### src/rtl/ifm_pingpong_ctrl.sv
// ifm_pingpong_ctrl
// Sequencing controller for a double-buffered IFM bank pair between two
// layers. The producer streams a full feature map into the write bank while
// the consumer reads the other bank. Once the write bank is full and the
// consumer has released the read bank, the banks swap and the next layer
// gets a start pulse. Pixel data never passes through this block; it only
// supplies the write strobe, the write address and the bank select.
module ifm_pingpong_ctrl #(
   parameter int IFM_SIZE         = 14,
   parameter int ADDRESS_SIZE_IFM = $clog2(IFM_SIZE * IFM_SIZE)
) (
   input  logic                        clk,
   input  logic                        reset,
   input  logic                        prev_valid,
   output logic                        prev_ready,
   output logic                        ifm_enable_write_previous,
   output logic [ADDRESS_SIZE_IFM-1:0] ifm_address_write_previous,
   output logic                        ifm_sel,
   output logic                        next_start,
   input  logic                        next_done,
   output logic                        read_bank_valid,
   output logic                        overflow_err,
   output logic                        underflow_err
);

   // Words per bank and the address of the final word of a map.
   localparam int                        N        = IFM_SIZE * IFM_SIZE;
   localparam logic [ADDRESS_SIZE_IFM-1:0] LAST_ADDR = ADDRESS_SIZE_IFM'(N - 1);

   // Write side: filling the write bank, or holding a complete map that is
   // waiting for the read side to be released.
   typedef enum logic {
      WR_FILL = 1'b0,
      WR_FULL = 1'b1
   } wr_state_e;

   // Read side: no unreleased map, or the consumer is working on one.
   typedef enum logic {
      RD_IDLE = 1'b0,
      RD_BUSY = 1'b1
   } rd_state_e;

   wr_state_e                   wr_state_q, wr_state_d;
   rd_state_e                   rd_state_q, rd_state_d;
   logic [ADDRESS_SIZE_IFM-1:0] wr_cnt_q,   wr_cnt_d;
   logic                        sel_q,      sel_d;
   logic                        start_q,    start_d;
   logic                        ovf_q,      ovf_d;
   logic                        unf_q,      unf_d;

   logic accept;
   logic swap;

   // Handshake and swap decisions come from registered state only, so
   // next_done can never reach prev_ready or the write strobe combinationally.
   always_comb begin
      accept = 1'b0;
      swap   = 1'b0;
      swap   = (wr_state_q == WR_FULL) && (rd_state_q == RD_IDLE);
      accept = prev_valid && (wr_state_q == WR_FILL);
   end

   // Write FSM next state and write counter; the counter wraps to 0 on the
   // last word of a map and is held at 0 while the bank is full.
   always_comb begin
      wr_state_d = wr_state_q;
      wr_cnt_d   = wr_cnt_q;
      unique case (wr_state_q)
         WR_FILL: begin
            if (accept) begin
               if (wr_cnt_q == LAST_ADDR) begin
                  wr_cnt_d   = '0;
                  wr_state_d = WR_FULL;
               end else begin
                  wr_cnt_d = wr_cnt_q + 1'b1;
               end
            end
         end
         WR_FULL: begin
            wr_cnt_d = '0;
            if (swap) begin
               wr_state_d = WR_FILL;
            end
         end
         default: begin
            wr_state_d = WR_FILL;
            wr_cnt_d   = '0;
         end
      endcase
   end

   // Read FSM next state. A done in the idle state has nothing to release,
   // so it is dropped here and only recorded as an underflow below.
   always_comb begin
      rd_state_d = rd_state_q;
      unique case (rd_state_q)
         RD_IDLE: begin
            if (swap) begin
               rd_state_d = RD_BUSY;
            end
         end
         RD_BUSY: begin
            if (next_done) begin
               rd_state_d = RD_IDLE;
            end
         end
         default: begin
            rd_state_d = RD_IDLE;
         end
      endcase
   end

   // Bank select, start pulse and sticky error flags.
   always_comb begin
      sel_d   = sel_q;
      start_d = 1'b0;
      ovf_d   = ovf_q;
      unf_d   = unf_q;
      if (swap) begin
         sel_d   = ~sel_q;
         start_d = 1'b1;
      end
      if (prev_valid && (wr_state_q != WR_FILL)) begin
         ovf_d = 1'b1;
      end
      if (next_done && (rd_state_q == RD_IDLE)) begin
         unf_d = 1'b1;
      end
   end

   // State registers; reset throws away all bookkeeping (bank contents are
   // left as they are and become meaningless).
   always_ff @(posedge clk) begin
      if (reset) begin
         wr_state_q <= WR_FILL;
         rd_state_q <= RD_IDLE;
         wr_cnt_q   <= '0;
         sel_q      <= 1'b0;
         start_q    <= 1'b0;
         ovf_q      <= 1'b0;
         unf_q      <= 1'b0;
      end else begin
         wr_state_q <= wr_state_d;
         rd_state_q <= rd_state_d;
         wr_cnt_q   <= wr_cnt_d;
         sel_q      <= sel_d;
         start_q    <= start_d;
         ovf_q      <= ovf_d;
         unf_q      <= unf_d;
      end
   end

   // The counter addresses a single bank and must stay inside it.
   always_ff @(posedge clk) begin
      if (!reset) begin
         assert (wr_cnt_q <= LAST_ADDR)
            else $error("write counter outside bank");
      end
   end

   // Output mapping.
   always_comb begin
      prev_ready                 = (wr_state_q == WR_FILL);
      ifm_enable_write_previous  = accept;
      ifm_address_write_previous = wr_cnt_q;
      ifm_sel                    = sel_q;
      next_start                 = start_q;
      read_bank_valid            = (rd_state_q == RD_BUSY);
      overflow_err               = ovf_q;
      underflow_err              = unf_q;
   end

endmodule

### config.mk
export PLATFORM = sky130hd
export DESIGN_NAME = ifm_pingpong_ctrl
export DESIGN_NICKNAME = d
export VERILOG_FILES = /design/src/rtl/ifm_pingpong_ctrl.sv
export SDC_FILE = /design/constraint.sdc
export NUM_CORES = 1
export LEC_CHECK = 0
export ABC_AREA = 1
export BUFFER_PORTS_ARGS = -buffer_cell sky130_fd_sc_hd__buf_2
export CORE_AREA = 2 2 39 41
export CTS_BUF_LIST = sky130_fd_sc_hd__clkbuf_8
export DETAILED_ROUTE_END_ITERATION = 7
export DIE_AREA = 0 0 41 43
export GPL_ROUTABILITY_DRIVEN = 0
export HOLD_SLACK_MARGIN = 0.06
export PLACE_DENSITY = 0.87
export SLEW_MARGIN = 20
export SYNTH_ARGS = -nofsm -noshare
export SYNTH_HDL_FRONTEND = slang
export SYNTH_SLANG_ARGS = --single-unit
### constraint.sdc
create_clock -name clk -period 2.9 [get_ports clk]
set_clock_uncertainty 0.15 [all_clocks]
set_input_delay 0.145 -clock clk [delete_from_list [all_inputs] [get_ports clk]]
set_output_delay 0.145 -clock clk [all_outputs]
set_load 0.05 [all_outputs]
# After elaboration in Yosys (flattened, before gate mapping)
# Cells that the tools add are included.
[word_totals] ff_bits=14 elab_cells=27 input_bits=4 output_inout_bits=15
[op_classes] n_reduce_logical=4 mux=10 addsub=1 eq_ne=2 bitwise_logic=3
[ops] operator="$mux 8" count=2
[ops] operator="$pmux 8 s2" count=1
[ops] operator="$add 8x1->8 const B" count=1
[ops] operator="$eq 8x8->1 const B" count=1
[ops] operator="$mux 1" count=5
[ops] operator="$logic_and 1x1->1" count=4
[ops] operator="$pmux 1 s2" count=2
[ops] operator="$not 1->1" count=3
[ops] operator="$ne 2x1->1 const B" count=1

# Depth between registers and ports, before layout
[depth] ltp_word=4 ltp_mapped=7 mapped_depth_nobuf=7

# Worst setup path after synthesis
# OpenSTA, ideal clock, no wires.
[synth_timing] kind="reg2reg" start="register wr_cnt_q[1], in the netlist ifm_address_write_previous[1]" end="register wr_cnt_q[7], in the netlist ifm_address_write_previous[7]" setup_ps=115 path_stages_with_launch=7 path_buffers=0 period_less_slack_ps=1699 required_ps=2635 arrival_time_ps=1434 setup_slack_ps=1201 cell_sequence="dfxtp_1 > ha_1 > nand2_1 > nor2_1 > nand2_2 > nand3_1 > a21oi_2"
[synth_between] elab_chain_len=4 elab_cells_between_ends=5 cone_classes="add/sub: 1; eq/ne: 1; mux: 3"
[synth_lines] item="from (decl)" line_no="45" source="logic [ADDRESS_SIZE_IFM-1:0] wr_cnt_q, wr_cnt_d;"
[synth_lines] item="from (signal assigned)" line_no="145" source="wr_cnt_q <= wr_cnt_d;"
[synth_lines] item="$add 8x1->8 / $eq 8x8->1 (equally long branches)" line_no="75, 71"
[synth_lines] item="$mux 8 (*)" line_no="71" source="if (wr_cnt_q == LAST_ADDR) begin"
[synth_lines] item="$mux 8 (*)" line_no="70" source="if (accept) begin"
[synth_lines] item="$pmux 8 s2 (*)" line_no="68" source="unique case (wr_state_q)"
# Mark *: on every way between the ends. The rest lies on a longest branch, timed or not. The select of a mux whose other input is x is not followed.
# A chain may end at the register's enable or synchronous reset.

# Final worst setup path
[layout_timing] start="register wr_state_q" end="output ifm_enable_write_previous"
[layout_between] elab_chain_len=2
[layout_lines] item="from (decl)" line_no="43" source="wr_state_e wr_state_q, wr_state_d;"
[layout_lines] item="from (signal assigned)" line_no="143" source="wr_state_q <= wr_state_d;"
[layout_lines] item="$not 1->1"
[layout_lines] item="$logic_and 1x1->1" line_no="60" source="accept = prev_valid && (wr_state_q == WR_FILL);"
[layout_lines] item="to (decl)" line_no="16" source="output logic ifm_enable_write_previous,"
# Every way passes these cells.

==> results.cfg <==
[pwr]
leakagePower_nw = 0.369
fin_total_pwr_uw = 405
p_per_area_mw_per_mm2 = 485
ir_drop_v = 0.000327

[min_path]
min_delay_path_depth = 3
hp-class = in -> reg
min_from = prev_valid
hold_end = wr_state_q

[global_route]
grt_start_max_net_pins = 9
grt_pass1_vias = 619
grt-ovfl-total = 0
grt_pass1_wl_um = 2390
antenna_found_initial = 0
grtUsageTotal = 0.201

[setup_path]
critPathArrivalTime_ps = 1120
path_max_fanout = 7
startpoint = wr_state_q
worst_setup_path_start_kind = register
worstPathRequired_ps = 2610
reg2reg_depth = 6
timing.rr.start = ifm_address_write_previous[1]
reg2reg_setup_slack_ps = 1520
r2r-end = ifm_address_write_previous[7]
path_class = reg -> out
cp-end-kind = primary output

[clock_network]
clk_pin_slew_worst_paths_ps = 50
hold_buffers = 2
clk_path_buf_depth = 2
htreeDepth = 1
cts_tree = yes
numClockSinks = 14
numCtsBuffers = 3
cts-root-buf = clkbuf_8
cts.repair.resized = 0
clk_latency_ps = 250
postCtsSetupRepairBufs = 0

[sta]
setup_viol = 0
relSlewSlack = 0.789
period_share = 0.487
rsz0062_at_grt = no
tns_ps = 0
whs_ps = 75.9
fmax_mhz = 707
max_slew.worst_pin.slew_ps = 316
maxSlewViolCount = 0
hold_viol_final = 0
min_period_ps = 1410

[floorplanning]
die_w_um = 41
die-area_mm2 = 0.00176
initial_core_util = 0.485
num_rows = 14
io_pins = 19
core_mm2 = 0.00138
die_y_um = 43

[route]
firstDrtPassIters = 4
wl_per_cell_um = 10.9
drtIter0Drc = 25
vias = 700
ant_nets = 0
drc = 0
wl_um = 1460
vias_per_cell = 5.26

[finish]
final_common_cell = nand2_1
final_layout_size_suffix_gt1_frac = 0.265
fill_cells = 127
final_area_um2 = 835
layout_common_cells = 27 x nand2_1, 18 x buf_2, 14 x dfxtp_1, 10 x a21oi_1, 10 x nand3_1
area_growth_pct = 24.4
diodes = 0
fin_nets = 124

[logic_synthesis]
ys_warn_count = 0
synth_area_per_cell_um2 = 7.06
synth-seq-cells = 14
yosysTopAreaCellShare = 0.418
synth.area.top_cells = dfxtp_1 42%, nand2_1 15%, a21oi_1 7.5%
syn_area_um2 = 671
syn_inst = 95
synth_top_area_cell = dfxtp_1
synth_fp_nets = 100
ys_types = 18
ys_seq_area_frac = 0.418

[place]
placed_area_um2 = 773
port_buffers = 18
hpwlAfterDp_um = 1100

[job]
cap_viol_max_count = 0

[outcome]
status = finished clean
[cell type report]
cell class              instances  area [µm²]  area share
clock buffers                   3        41.3      0.0495
inverters                      10        37.5      0.0450
multi-input cells              70         345       0.414
flip-flops and latches         14         280       0.336
well taps                      16        20.0      0.0240
repair buffers                 20         110       0.132
[worst max-delay path, stage by stage (launching register included)]
cell and delay [ps]:
dfxtp_1 370, nor2_4 210, buf_2 290
[worst max path at each step]
stage	end	slack (ps)	cells past startpoint
after floorplan	ifm_address_write_previous[7]	1200	6
after global placement	ifm_address_write_previous[6]	1580	6
after detailed placement	ifm_address_write_previous[7]	1530	6
after CTS	ifm_enable_write_previous	1500	2
after global routing	ifm_address_write_previous[7]	1390	6
final	ifm_enable_write_previous	1490	2
[registers in the layout, indices dropped and copies added (netlist names)]
register / flops
next_start: 1
read_bank_valid: 1
ifm_sel: 1
wr_state_q: 1
underflow_err: 1
overflow_err: 1
ifm_address_write_previous: 8
[layer usage]
layer	routed length, µm	vias to the layer above	track usage
met5	0	-	0
li1	-	353	-
met1	636	320	0.223
met2	710	22	0.325
met4	34	0	0.120
met3	73	5	0.0471
[per-stage QoR]
step	cells	utilization	worst slack, ps
after global routing	133	0.603	1390
after CTS	133	0.603	1500
after global placement	128	0.559	1580
after floorplan	95	-	1200
final	133	0.603	1490
after detailed placement	128	0.559	1530
[where the power goes]
part	total (mW)	internal [mW]	leakage, nW	switching [mW]
combinational	0.0463	0.0127	0.234	0.0336
clock	0.158	0.0919	0.0216	0.0662
sequential	0.201	0.197	0.114	0.00360
total	0.405	0.302	0.369	0.103
[cell families (layout without fill, tap and decap cells)]
| group | count (synthesis) | in the layout | share of synthesized area |
|---|---|---|---|
| buffers and inverters | 11 | 33 | 0.0672 |
| adder cells (fa/ha/maj) | 1 | 1 | 0.0187 |
| AND/OR/NAND/NOR | 52 | 52 | 0.351 |
| AO/OA/AOI/OAI | 17 | 17 | 0.146 |
| flip-flops | 14 | 14 | 0.418 |
[cell usage after synthesis (all sizes together)]
cell,number
inv,10
nor2,10
o21ai,3
ha,1
nand2,29
o21bai,1
a21oi,12
nand3,10
o21a,1
or2,1
dfxtp,14
buf,1
nand4,2
(Power assumes the default switching activity.)
